**config.mk**
```make
export PLATFORM = sky130hd
export DESIGN_NAME = xif_result_arbiter
export DESIGN_NICKNAME = d
export VERILOG_FILES = /design/src/rtl/xif_result_arbiter.sv
export SDC_FILE = /design/constraint.sdc
export NUM_CORES = 1
export LEC_CHECK = 0
export ABC_AREA = 0
export CAP_MARGIN = 20
export CORE_AREA = 2 2 131 133
export CTS_CLUSTER_DIAMETER = 60
export DETAILED_ROUTE_END_ITERATION = 10
export DIE_AREA = 0 0 133 135
export HOLD_SLACK_MARGIN = 0.12
export PLACE_DENSITY_LB_ADDON = 0.08
export SYNTH_ARGS = -nofsm -noshare
export SYNTH_HDL_FRONTEND = slang
export SYNTH_SLANG_ARGS = --single-unit
```
**constraint.sdc**
```tcl
create_clock -name clk_i -period 6.18 [get_ports clk_i]
set_input_delay 1.236 -clock clk_i [delete_from_list [all_inputs] [get_ports clk_i]]
set_output_delay 1.236 -clock clk_i [all_outputs]
set_load 0.01 [all_outputs]
```
**src/rtl/xif_result_arbiter.sv**
```systemverilog
// xif_result_arbiter: round-robin merge of N_COPROC X-interface result channels
//   into one registered result channel toward the core.
// Latency: 1 cycle from a source handshake to result_valid_o.
// Backpressure: a full output with result_ready_i=0 holds every result_ready_o low;
//   result_ready_i reaches result_ready_o combinationally, so drain and load can
//   share a cycle.
//
// Ports:
//   clk_i, rst_ni        clock, asynchronous active-low reset
//   result_valid_i [N]   per-source result valid
//   result_ready_o [N]   per-source result ready (at most one bit set)
//   result_i [N*W]       per-source payloads, source i at bits [i*W +: W]
//   result_valid_o       output register full
//   result_ready_i       core accepts result_o this cycle
//   result_o [W]         registered payload
//   result_src_o         index of the source that produced result_o
//
// RESULT_W is normally overridden with $bits(x_result_t) of the core config.
// N_COPROC is normally overridden with the tile package's coprocessor count.
module xif_result_arbiter #(
  parameter int N_COPROC = 4,
  parameter int RESULT_W = 64,
  parameter int SRC_W    = (N_COPROC > 1) ? $clog2(N_COPROC) : 1
) (
  input  logic                         clk_i,
  input  logic                         rst_ni,
  input  logic [N_COPROC-1:0]          result_valid_i,
  output logic [N_COPROC-1:0]          result_ready_o,
  input  logic [N_COPROC*RESULT_W-1:0] result_i,
  output logic                         result_valid_o,
  input  logic                         result_ready_i,
  output logic [RESULT_W-1:0]          result_o,
  output logic [SRC_W-1:0]             result_src_o
);

  logic                r_full;
  logic [RESULT_W-1:0] r_result;
  logic [SRC_W-1:0]    r_src;
  logic [SRC_W-1:0]    r_ptr;

  logic                w_load_en;
  logic                w_any;
  logic                w_load;
  logic [SRC_W-1:0]    w_win;
  logic [N_COPROC-1:0] w_grant;
  logic [RESULT_W-1:0] w_sel;
  logic [SRC_W-1:0]    w_ptr_nxt;
  int                  w_dist;
  int                  w_best;

  // The buffer can take a new result when it is empty or is being drained now.
  assign w_load_en = !r_full || result_ready_i;
  assign w_any     = |result_valid_i;
  assign w_load    = w_load_en && w_any;

  // Winner = valid source with the smallest wrap-around distance from r_ptr.
  // With N_COPROC=1 r_ptr never leaves 0, so this reduces to grant = valid.
  always_comb begin
    w_best = N_COPROC;
    w_dist = 0;
    w_win  = '0;
    for (int i = 0; i < N_COPROC; i++) begin
      w_dist = i - int'(r_ptr);
      if (w_dist < 0) begin
        w_dist = w_dist + N_COPROC;
      end
      if (result_valid_i[i] && (w_dist < w_best)) begin
        w_best = w_dist;
        w_win  = SRC_W'(i);
      end
    end
  end

  always_comb begin
    w_grant = '0;
    w_sel   = '0;
    for (int i = 0; i < N_COPROC; i++) begin
      if (w_any && (w_win == SRC_W'(i))) begin
        w_grant[i] = 1'b1;
        w_sel      = result_i[i*RESULT_W +: RESULT_W];
      end
    end
  end

  always_comb begin
    if (int'(w_win) == N_COPROC - 1) begin
      w_ptr_nxt = '0;
    end else begin
      w_ptr_nxt = w_win + SRC_W'(1);
    end
  end

  assign result_ready_o = w_grant & {N_COPROC{w_load_en}};

  // Payload and source hold their last value after a drain with no reload.
  always_ff @(posedge clk_i or negedge rst_ni) begin
    if (!rst_ni) begin
      r_full   <= 1'b0;
      r_result <= '0;
      r_src    <= '0;
      r_ptr    <= '0;
    end else if (w_load) begin
      r_full   <= 1'b1;
      r_result <= w_sel;
      r_src    <= w_win;
      r_ptr    <= w_ptr_nxt;
    end else if (result_ready_i) begin
      r_full   <= 1'b0;
    end
  end

  assign result_valid_o = r_full;
  assign result_o       = r_result;
  assign result_src_o   = r_src;

endmodule

```
=== After elaboration in Yosys (flattened, before gate mapping) ===
Cells that the tools add are included.
Widths: inputs -> output; s select.

* Register bits after elaboration: 69
* Input port bits: 263
* Output and inout bits: 71

* Magnitude comparators: 8
* Multiplexer cells: 21
* Bitwise logic cells: 1
* $add $sub $neg: 9
* Reductions and logical operators: 14
* Equality and inequality tests: 4

{| class="wikitable"
|+ Operator list
! kind !! number
|-
| $mux 64 || 4
|-
| $mux 32 || 7
|-
| $lt 32x32->1 || 3
|-
| $lt 32x4->1 const B || 1
|-
| $add 3x4->5 const B || 4
|-
| $lt 3x1->1 const B || 4
|-
| $logic_and 1x1->1 || 9
|-
| $mux 1 || 7
|-
| $mux 2 || 3
|-
| $sub 1x2->3 const A || 2
|-
| $sub 2x2->3 const A || 2
|-
| $and 4x4->4 || 1
|-
| $eq 2x1->1 const B || 2
|-
| $eq 2x2->1 const B || 2
|-
| $reduce_or 4->1 || 1
|-
| $add 2x1->2 const B || 1
|-
| $logic_not 2->1 || 1
|-
| $reduce_bool 2->1 || 1
|-
| $logic_not 1->1 || 1
|-
| $logic_or 1x1->1 || 1
|}

=== Logic depth before layout (Yosys ltp) ===
Gate-level depths: netlist (run 1).

* Depth in word-level cells: 21
* Depth in mapped cells: 25

=== Worst setup path after synthesis (run 1) ===
Ideal clock, no wire load.

* Path kind: input -> output
* Start: in result_valid_i[1]
* End: out result_ready_o[3]
* Stages: 21
* Path slack: 0.247 ns
* Path buffers: 5
* Required time: 4.944 ns
* Data arrival time: 4.697 ns
* Cell sequence: buf_2 -> inv_1 -> mux2i_1 -> a22oi_1 -> ha_1 -> o22ai_1 -> o21ai_1 -> buf_2 -> buf_1 -> nor2_1 -> a21o_1 -> ha_1 -> o32ai_1 -> nand2_2 -> o31a_1 -> buf_2 -> nand2_1 -> ha_1 -> inv_1 -> clkbuf_1 -> nor2_1

* Word-level cells in the longest chain between the ends: 12

{| class="wikitable"
|+ Ends and longest elaborated chain
! item !! line !! source
|-
| start: declaration || 27 || <nowiki>input logic [N_COPROC-1:0] result_valid_i,</nowiki>
|-
| $logic_and 1x1->1 || 67 || <nowiki>if (result_valid_i[i] && (w_dist < w_best)) begin</nowiki>
|-
| $mux 32 || 67 ||
|-
| $lt 32x32->1 || 67 ||
|-
| $logic_and 1x1->1 || 67 ||
|-
| $mux 32 || 67 ||
|-
| $lt 32x32->1 || 67 ||
|-
| $logic_and 1x1->1 || 67 ||
|-
| $mux 2 || 67 ||
|-
| $eq 2x2->1 || 78 || <nowiki>if (w_any && (w_win == SRC_W'(i))) begin</nowiki>
|-
| $logic_and 1x1->1 (*) || 78 ||
|-
| $mux 1 (*) || 78 ||
|-
| $and 4x4->4 (*) || 93 || <nowiki>assign result_ready_o = w_grant & {N_COPROC{w_load_en}};</nowiki>
|-
| end: declaration || 28 || <nowiki>output logic [N_COPROC-1:0] result_ready_o,</nowiki>
|}

Mark *: on every way between the ends. The rest lies on a longest branch, timed or not.

=== Worst setup path in the final report (run 1) ===
* Start: in result_valid_i[0]
* End: out result_ready_o[3]

* Word-level cells in the longest chain between the ends: 15

{| class="wikitable"
|+ Ends and longest elaborated chain
! item !! line
|-
| $logic_and 1x1->1 || 67
|-
| $mux 32 || 67
|-
| $lt 32x32->1 || 67
|-
| $logic_and 1x1->1 || 67
|-
| $mux 32 || 67
|-
| $lt 32x32->1 || 67
|-
| $logic_and 1x1->1 || 67
|-
| $mux 32 || 67
|-
| $lt 32x32->1 || 67
|-
| $logic_and 1x1->1 || 67
|-
| $mux 2 || 67
|-
| $eq 2x2->1 || 78
|-
| $logic_and 1x1->1 (*) || 78
|-
| $mux 1 (*) || 78
|-
| $and 4x4->4 (*) || 93
|}

Marked as above.

==> results.json, run 1 <==
{
  "ant_nets": 0,
  "portBuffers": 333,
  "antenna_cells": 0,
  "area_growth_pct": 75.2,
  "cts_sinks": 69,
  "synth-seq-cells": 69,
  "dieArea_um2": 18000,
  "post-route-drc-count": 0,
  "grt_pass1_vias": 6390,
  "synth-edff-count": 0,
  "cts_root_buf": "clkbuf_16",
  "yosys_warnings": 0,
  "dr.pass1.iters": 4,
  "initial_core_util_pct": 30.7,
  "viasPerCell": 5.66,
  "nNetsFinal": 1174,
  "outcome": "completed",
  "vias": 6408,
  "layout.cells.non_filler": 1132,
  "drt-total-wl_mm": 23.3,
  "drt_iter0_drc": 316,
  "synth-seq-area-share_pct": 34.3,
  "pin_count": 334,
  "die_w_um": 133,
  "cts_buffers": 9,
  "reg2reg_from": "r_ptr[0]$_DFFE_PN0P_",
  "grt_pass1_wl_mm": 35.7,
  "setup.worst_path.start_class": "primary input",
  "clock_latency_ps": 330,
  "cts.clk_slew.worst_paths_ps": 50,
  "required_ps": 4940,
  "avgSynthCellArea_um2": 8.17,
  "grt_use_total_pct": 25.2,
  "drive_gt1_share_pct": 6.69,
  "finClkSkew_ps": 9.27,
  "dp_hpwl_mm": 16.1,
  "worstPathArrival_ps": 4750,
  "std_cell_rows": 47,
  "synthFlopType": "dfrtp_1",
  "crit_start": "result_valid_i[0]",
  "syn-num-nets": 884,
  "setup_viol": 0,
  "worstMarginPinSlew_ps": 1120,
  "wl_per_cell_um": 20.6,
  "cts_htree_levels": 3,
  "clk_path_buf_depth": 2,
  "globalplace.congestion": 0.901,
  "placed_area_um2": 8510,
  "slew_violations": 0,
  "multiInputGateArea_um2": 3050,
  "endpoint_kind": "output port",
  "p_per_area_nw_per_um2": 465,
  "critPathKind": "in2out",
  "synthArstFlopShare_pct": 100,
  "min_period_over_period_pct": 96.9,
  "drv_cap": 0,
  "n_fill_cell": 1462,
  "seq_area_um2": 1730,
  "core_um2": 16400,
  "syn_inst": 617,
  "cts_tree": "yes",
  "power.leakage_uw": 0.00372,
  "crit_path_max_fanout": 4,
  "timing.fmax_ghz": 0.167,
  "final_util_pct": 53.8,
  "hold_path_class": "reg2reg",
  "dp.cells": 1115,
  "max_slew_margin_pct": 25.4,
  "synthesis.area_um2": 5040,
  "peakVddDrop_uv": 372,
  "holdCritStartpoint": "result_o[28]$_DFFE_PN0P_",
  "finalCriticalPeriod_ps": 5990,
  "hold_viol": 0,
  "overflow": 0,
  "pre_cts_slack_ps": 60.4,
  "design_area_um2": 8830,
  "fin_ws_ps": 189,
  "yosys.cell_types.count": 48,
  "antenna_found_initial": 0,
  "cts_setup_buffers": 0,
  "grt_start_max_net_pins": 71,
  "die_h_um": 135,
  "whs_ps": 493
}
==> timing repair <==
| action | CTS | global route |
|---|---|---|
| gates resized for setup | 0 | 5 |
| hold endpoints to repair | 0 | 0 |
| endpoints found under the setup margin | 0 | 4 |
| hold buffers | 0 | 0 |
==> worst max-delay path, stage by stage <==
cell and delay, ps:
clkdlybuf4s50_1 540, mux2i_1 300, a22oi_2 140, ha_1 340
o22ai_2 110, o21ai_4 160, nor2_1 60, a21o_1 160
ha_1 270, o32ai_1 130, nand2_2 90, o31a_2 140
nand2_1 130, ha_2 200, inv_1 50, nor2_1 100
clkdlybuf4s50_1 580
==> flip-flops by register name, indices dropped and copies added, names as in the netlist <==
signal and cells:
r_ptr 2, result_o 64, result_src_o 2, result_valid_o 1
==> per-layer routing <==
layer  up-vias  track usage [%]  wire (um)
met5         -                0          0
met4         0             10.1        780
met3        49             6.23       2040
met2       381             43.3      11600
met1      3025             30.3       8930
li1       2953                -          -
==> layout by cell type (no fill, tap or decap), types with 9 or more instances in the layout <==
| master | instances |
|---|---|
| clkdlybuf4s50_1 | 331 |
| a21oi_1 | 72 |
| dfrtp_1 | 69 |
| nor3_1 | 60 |
| o21ai_1 | 51 |
| a21o_1 | 49 |
| a32oi_1 | 48 |
| and3_1 | 48 |
| nand2_1 | 24 |
| buf_4 | 18 |
| nand3_1 | 16 |
| a31oi_1 | 11 |
| or3_1 | 11 |
| o21a_1 | 11 |
| a211oi_2 | 10 |
| nor2_1 | 9 |
| clkbuf_16 | 9 |
==> synth_stat cells, types with 5 or more instances <==
library cell  instances  area [um2]
nor3_1               61         305
a211o_1               5        43.8
a31oi_1              11        68.8
a211oi_2             10         125
o21a_1               12        90.1
o21ai_0               5        25.0
a32oi_1              48         420
and3_1               48         300
nand3_1              16        80.1
nor2_1               11        41.3
a21o_1               49         368
a21oi_1              72         360
a221oi_1              5        43.8
dfrtp_1              69        1730
buf_2                19        95.1
or3_1                11        68.8
nand2_1              24        90.1
o21ai_1              52         260
clkbuf_1             45         169
==> cell type report <==
cell class	instances	share of cell area [%]
multi-input cells	470	34.6
well taps	220	3.12
clock buffers	15	3.03
inverters	6	0.255
flip-flops and latches	69	19.6
repair buffers	351	39.4
clock inverters	1	0.0567
==> worst paths after layout <==
| path | depth (start not counted) | slack [ps] | end |
|---|---|---|---|
| worst max-delay path | 17 | 190 | result_ready_o[3] |
| max in group asynchronous | 1 | 4490 | result_o[63]$_DFFE_PN0P_ |
| min in group asynchronous | 1 | 1050 | result_o[6]$_DFFE_PN0P_ |
| worst max register to register | 15 | 1820 | result_o[35]$_DFFE_PN0P_ |
| worst min-delay path | 2 | 490 | result_o[28]$_DFFE_PN0P_ |
| worst min register to register | 2 | 490 | result_o[28]$_DFFE_PN0P_ |
==> logic make-up after synthesis <==
family | after synthesis | synth area share, %
AO/OA/AOI/OAI | 281 | 38.2
XOR/XNOR | 1 | 0.174
adder cells (fa/ha/maj) | 4 | 0.993
buffers and inverters | 78 | 6.88
flip-flops | 69 | 34.3
multiplexers | 1 | 0.199
AND/OR/NAND/NOR | 183 | 19.3
==> where the power goes <==
part	total [uW]	internal (uW)	switching (uW)
Combinational	2820	1240	1580
Clock	489	294	195
Sequential	800	670	130
Total	4110	2200	1910
==> through the flow <==
step           setup TNS, ps  power (uW)
3_3_place_gp               0        3540
3_5_place_dp               0        3590
2_1_floorplan              0        2460
5_1_grt                -25.0        4400
6_report                   0        4110
4_1_cts                    0        4090
Power figures use the tool's default switching activity.
==> inputs of run 2 (changes only) <==
--- a/config.mk
+++ b/config.mk
@@ -6,7 +6,6 @@
 export NUM_CORES = 1
 export LEC_CHECK = 0
 export ABC_AREA = 0
-export CAP_MARGIN = 20
 export CORE_AREA = 2 2 131 133
 export CTS_CLUSTER_DIAMETER = 60
 export DETAILED_ROUTE_END_ITERATION = 10
==> run 2 against run 1 <==
Against the previous run: final cell count barely moved; core utilization is 0.12 points lower; setup slack better by 0.65 ps; maximum frequency about the same; critical path depth unchanged.
==> results.json, run 2 (same netlist as run 1, synthesis figures left out) <==
{
  "final_common_cell": "clkdlybuf4s50_1",
  "dieArea_um2": 18000,
  "clock_latency_ps": 330,
  "power.leakage_uw": 0.00371,
  "worstPathArrival_ps": 4750,
  "die_w_um": 133,
  "grt_start_max_net_pins": 71,
  "dp_hpwl_mm": 16.1,
  "layout_common_cells": "clkdlybuf4s50_1 (331), a21oi_1 (72), dfrtp_1 (69)",
  "setup_viol": 0,
  "required_ps": 4940,
  "viasPerCell": 5.60,
  "finalCriticalPeriod_ps": 5990,
  "drt-total-wl_mm": 23.1,
  "post-route-drc-count": 0,
  "finClkSkew_ps": 8.80,
  "max_slew_margin_pct": 20.2,
  "overflow": 0,
  "cts_root_buf": "clkbuf_16",
  "die_h_um": 135,
  "portBuffers": 333,
  "antenna_found_initial": 0,
  "std_cell_rows": 47,
  "dr.pass1.iters": 4,
  "drt_iter0_drc": 293,
  "worstRegToRegCells": 12,
  "timing.fmax_ghz": 0.167,
  "final.setup.tns_ps": 0,
  "grt_pass1_wl_mm": 35.7,
  "globalplace.congestion": 0.901,
  "hold_path_class": "reg2reg",
  "grt_use_total_pct": 25.2,
  "cts_tree": "yes",
  "largest_register_ffs": 64,
  "pre_cts_slack_ps": 60.4,
  "dp.cells": 1115,
  "min_period_over_period_pct": 96.9,
  "fin_ws_ps": 190,
  "reg2reg_from": "r_ptr[0]$_DFFE_PN0P_",
  "r2r_slack_ps": 1390,
  "cts_buffers": 9,
  "clk_path_buf_depth": 2,
  "antenna_cells": 0,
  "nNetsFinal": 1173,
  "initial_core_util_pct": 30.7,
  "layout.cells.non_filler": 1131,
  "crit_path_max_fanout": 4,
  "finalPower_uw": 4090,
  "area_growth_pct": 74.8,
  "core_um2": 16400,
  "crit_end": "result_ready_o[3]",
  "setup.worst_path.start_class": "primary input",
  "peakVddDrop_uv": 374,
  "cts_htree_levels": 3,
  "drive_gt1_share_pct": 6.59,
  "vias": 6330,
  "critPathKind": "in2out",
  "wl_per_cell_um": 20.4,
  "r2r_end": "result_o[35]$_DFFE_PN0P_",
  "crit_start": "result_valid_i[0]",
  "cts_sinks": 69,
  "outcome": "completed",
  "hold_viol": 0,
  "cts_setup_buffers": 0,
  "endpoint_kind": "output port",
  "slew_violations": 0,
  "pin_count": 334,
  "cts.clk_slew.worst_paths_ps": 50,
  "grt_pass1_vias": 6390,
  "drv_cap": 0,
  "p_per_area_nw_per_um2": 464,
  "ant_nets": 0,
  "worstMarginPinSlew_ps": 1190
}
-- run 2: through the flow --
step | hold WS [ps] | util (%) | area, um2
2_1_floorplan | 521 | - | 5040
3_3_place_gp | 477 | 51.9 | 8510
3_5_place_dp | 484 | 51.9 | 8510
4_1_cts | 496 | 53.5 | 8790
5_1_grt | 519 | 53.7 | 8810
6_report | 491 | 53.7 | 8810
-- run 2: cell type report --
| cell class | instances | area (um2) |
|---|---|---|
| fillers | 1463 | 7600 |
| repair buffers | 350 | 3460 |
| multi-input cells | 470 | 3050 |
| flip-flops and latches | 69 | 1730 |
| well taps | 220 | 275 |
| clock buffers | 15 | 268 |
| inverters | 6 | 22.5 |
| clock inverters | 1 | 5.00 |
-- run 2: timing repair --
action / in CTS / in global routing
setup endpoints to repair: 0 / 4
hold buffers: 0 / 0
resized for setup: 0 / 5
-- run 2: power by group --
part | switching (uW) | internal [uW]
registers | 129 | 670
clock network | 194 | 294
logic | 1570 | 1230
total | 1890 | 2190
-- run 2: how the worst min path moves through the flow --
| stage | startpoint | end | slack, ps | cells past startpoint |
|---|---|---|---|---|
| after floorplan | result_src_o[1]$_DFFE_PN0P_ | result_src_o[1]$_DFFE_PN0P_ | 520 | 2 |
| after global placement | result_o[55]$_DFFE_PN0P_ | result_o[55]$_DFFE_PN0P_ | 480 | 2 |
| after detailed placement | result_o[61]$_DFFE_PN0P_ | result_o[61]$_DFFE_PN0P_ | 480 | 2 |
| after CTS | result_o[61]$_DFFE_PN0P_ | result_o[61]$_DFFE_PN0P_ | 500 | 2 |
| after global routing | result_o[17]$_DFFE_PN0P_ | result_o[17]$_DFFE_PN0P_ | 520 | 2 |
| final | result_o[28]$_DFFE_PN0P_ | result_o[28]$_DFFE_PN0P_ | 490 | 2 |
-- run 2: critical path, stage by stage --
cell and delay, ps:
clkdlybuf4s50_1 540, mux2i_1 290, a22oi_2 140, ha_1 340, o22ai_2 110, o21ai_4 160, nor2_1 60, a21o_1 160
ha_1 270, o32ai_1 130, nand2_2 90, o31a_2 140, nand2_1 130, ha_2 200, inv_1 50, nor2_1 100
clkdlybuf4s50_1 590
-- run 2: layer usage --
layer / track usage (%) / part of all wire (%)
met5: 0 / 0
met2: 43.3 / 50
met3: 6.23 / 8.6
met4: 10.1 / 3.0
met1: 30.3 / 39
==> inputs of run 3 (changes only) <==
==> constraint.sdc (replaced) <==
create_clock -name clk_i -period 6.5 [get_ports clk_i]
set_input_delay 1.3 -clock clk_i [delete_from_list [all_inputs] [get_ports clk_i]]
set_output_delay 1.3 -clock clk_i [all_outputs]
set_load 0.01 [all_outputs]
==> run 3 against run 2 <==
Against the previous run: hold slack worse by 1.1 ps; via count down 0.22%; global-route usage up 0.32 points; first-iteration DRC count down 3.1%; setup slack better by 59 ps; final cell count about the same; register-to-register slack better by 340 ps; sequential cell count unchanged; combinational power down 5%; core utilization down 0.11 points; sequential power down 5.1%; largest cell class unchanged; largest power group unchanged; highest routed layer unchanged.
==> results.json, run 3 (same netlist as run 1, synthesis figures left out) <==
{
  "die_w_um": 133,
  "antenna_cells": 0,
  "timing.fmax_ghz": 0.160,
  "nNetsFinal": 1173,
  "antenna_found_initial": 0,
  "clk_path_buf_depth": 2,
  "rsz0062_at_grt": "false",
  "slowest_delay_ps": 590,
  "critPathKind": "in2out",
  "worstPathCellList": "clkdlybuf4s50_1 > inv_1 > mux2i_1 > a22oi_1 > ha_1 > o22ai_1 > o21ai_4 > nor2_1 > a21o_1 > ha_1 > o32ai_1 > nand2_2 > o31a_2 > nand2_1 > inv_2 > ha_1 > inv_1 > nor2_1 > clkdlybuf4s50_1",
  "layout.cells.non_filler": 1130,
  "drive_gt1_share_pct": 6.37,
  "cts_tree": "yes",
  "ctsHoldBuffers": 0,
  "worstRegToRegCells": 17,
  "crit_path_frequent_cell": "ha_1",
  "cts_root_buf": "clkbuf_16",
  "finClkSkew_ps": 6.10,
  "wl_per_cell_um": 20.8,
  "r2r_slack_ps": 1730,
  "drt_iter0_drc": 284,
  "reg2reg_from": "r_ptr[0]$_DFFE_PN0P_",
  "portBuffers": 333,
  "min_period_over_period_pct": 96.2,
  "overflow": 0,
  "cts.clk_slew.worst_paths_ps": 60,
  "hold_path_class": "reg2reg",
  "slew_violations": 0,
  "drv_cap": 0,
  "cts_sinks": 69,
  "grt_start_max_net_pins": 71,
  "grt_use_total_pct": 25.5,
  "p_per_area_nw_per_um2": 442,
  "dieArea_um2": 18000,
  "drt-total-wl_mm": 23.5,
  "worstMarginPinSlew_ps": 1210,
  "core_um2": 16400,
  "cts_buffers": 9,
  "setup.worst_path.start_class": "primary input",
  "final.setup.tns_ps": 0,
  "hold_viol": 0,
  "area_growth_pct": 74.4,
  "min_path_cells": 2,
  "peakVddDrop_uv": 269,
  "dp.cells": 1115,
  "crit_path_max_fanout": 4,
  "viasPerCell": 5.59,
  "post-route-drc-count": 0,
  "finalCriticalPeriod_ps": 6250,
  "holdCritStartpoint": "result_o[56]$_DFFE_PN0P_",
  "outcome": "completed",
  "hold_path_end": "result_o[56]$_DFFE_PN0P_",
  "largest_register_ffs": 64,
  "dr.pass1.iters": 4,
  "worstPathArrival_ps": 4950,
  "clock_latency_ps": 330,
  "power.leakage_uw": 0.00370,
  "die_h_um": 135,
  "initial_core_util_pct": 30.7,
  "cp_slowest_cell": "clkdlybuf4s50_1",
  "cts_resized": 0,
  "max_slew_margin_pct": 19.3,
  "std_cell_rows": 47,
  "globalplace.congestion": 0.906,
  "ant_nets": 0,
  "setup_viol": 0,
  "layout_common_cells": "clkdlybuf4s50_1 (332), a21oi_1 (72), dfrtp_1 (69)",
  "final_common_cell": "clkdlybuf4s50_1",
  "cts_htree_levels": 3,
  "endpoint_kind": "output port",
  "r2r_end": "result_o[35]$_DFFE_PN0P_",
  "grt_pass1_wl_mm": 35.9,
  "crit_start": "result_valid_i[1]",
  "dp_hpwl_mm": 16.1,
  "pin_count": 334,
  "vias": 6316,
  "required_ps": 5200,
  "cts_setup_buffers": 0,
  "grt_pass1_vias": 6535
}
run 3: cell types whose count changed in the layout (fill, tap and decap cells not counted), sizes merged:
cell | before | now
clkbuf | 15 | 14
clkdlybuf4s50 | 331 | 332
dlymetal6s2s | 1 | 0
run 3: routing by layer:
layer  track usage [%]  part of all wire, %  vias up
met5                 0                    0        -
met4              11.4                  3.1        0
met3              5.52                  8.1       49
met2              43.7                   49      317
met1              30.9                   40     2997
li1                  -                    -     2953
run 3: worst max-delay path, delay by kind of cell:
kind	cells	cell delay [ps]
compound gates	6	1060
fa+ha+maj	3	710
buf+inv	5	1350
mux	1	90
simple gates	4	440
run 3: how the worst max path moves through the flow:
stage	to	slack [ps]	cells past startpoint
after floorplan	result_ready_o[3]	440	21
after global placement	result_ready_o[0]	440	18
after detailed placement	result_ready_o[0]	260	19
after CTS	result_ready_o[0]	250	19
after global routing	result_ready_o[0]	1	19
final	result_ready_o[0]	250	19
run 3: cell type report:
cell class / instances / area [um2]
Fill cell: 1503 / 7610
Multi-Input combinational cell: 470 / 3030
Clock inverter: 1 / 5.00
Tap cell: 220 / 275
Clock buffer: 14 / 274
Sequential cell: 69 / 1730
Inverter: 6 / 22.5
Timing Repair Buffer: 350 / 3460
run 3: report_power, final:
group,internal (uW),total [uW],switching [uW]
combinational,1160,2660,1500
sequential,637,759,121
clock,287,472,185
total,2080,3890,1800
run 3: metrics by stage:
stage | util [%] | power (uW) | setup WS, ps | hold slack, ps | cell area [um2]
final | 53.6 | 3890 | 249 | 490 | 8790
after global routing | 53.6 | 4170 | 1.13 | 514 | 8790
after CTS | 53.6 | 3900 | 248 | 495 | 8790
after detailed placement | 51.9 | 3410 | 265 | 482 | 8510
after floorplan | - | 2340 | 439 | 521 | 5040
after global placement | 51.9 | 3360 | 443 | 477 | 8510
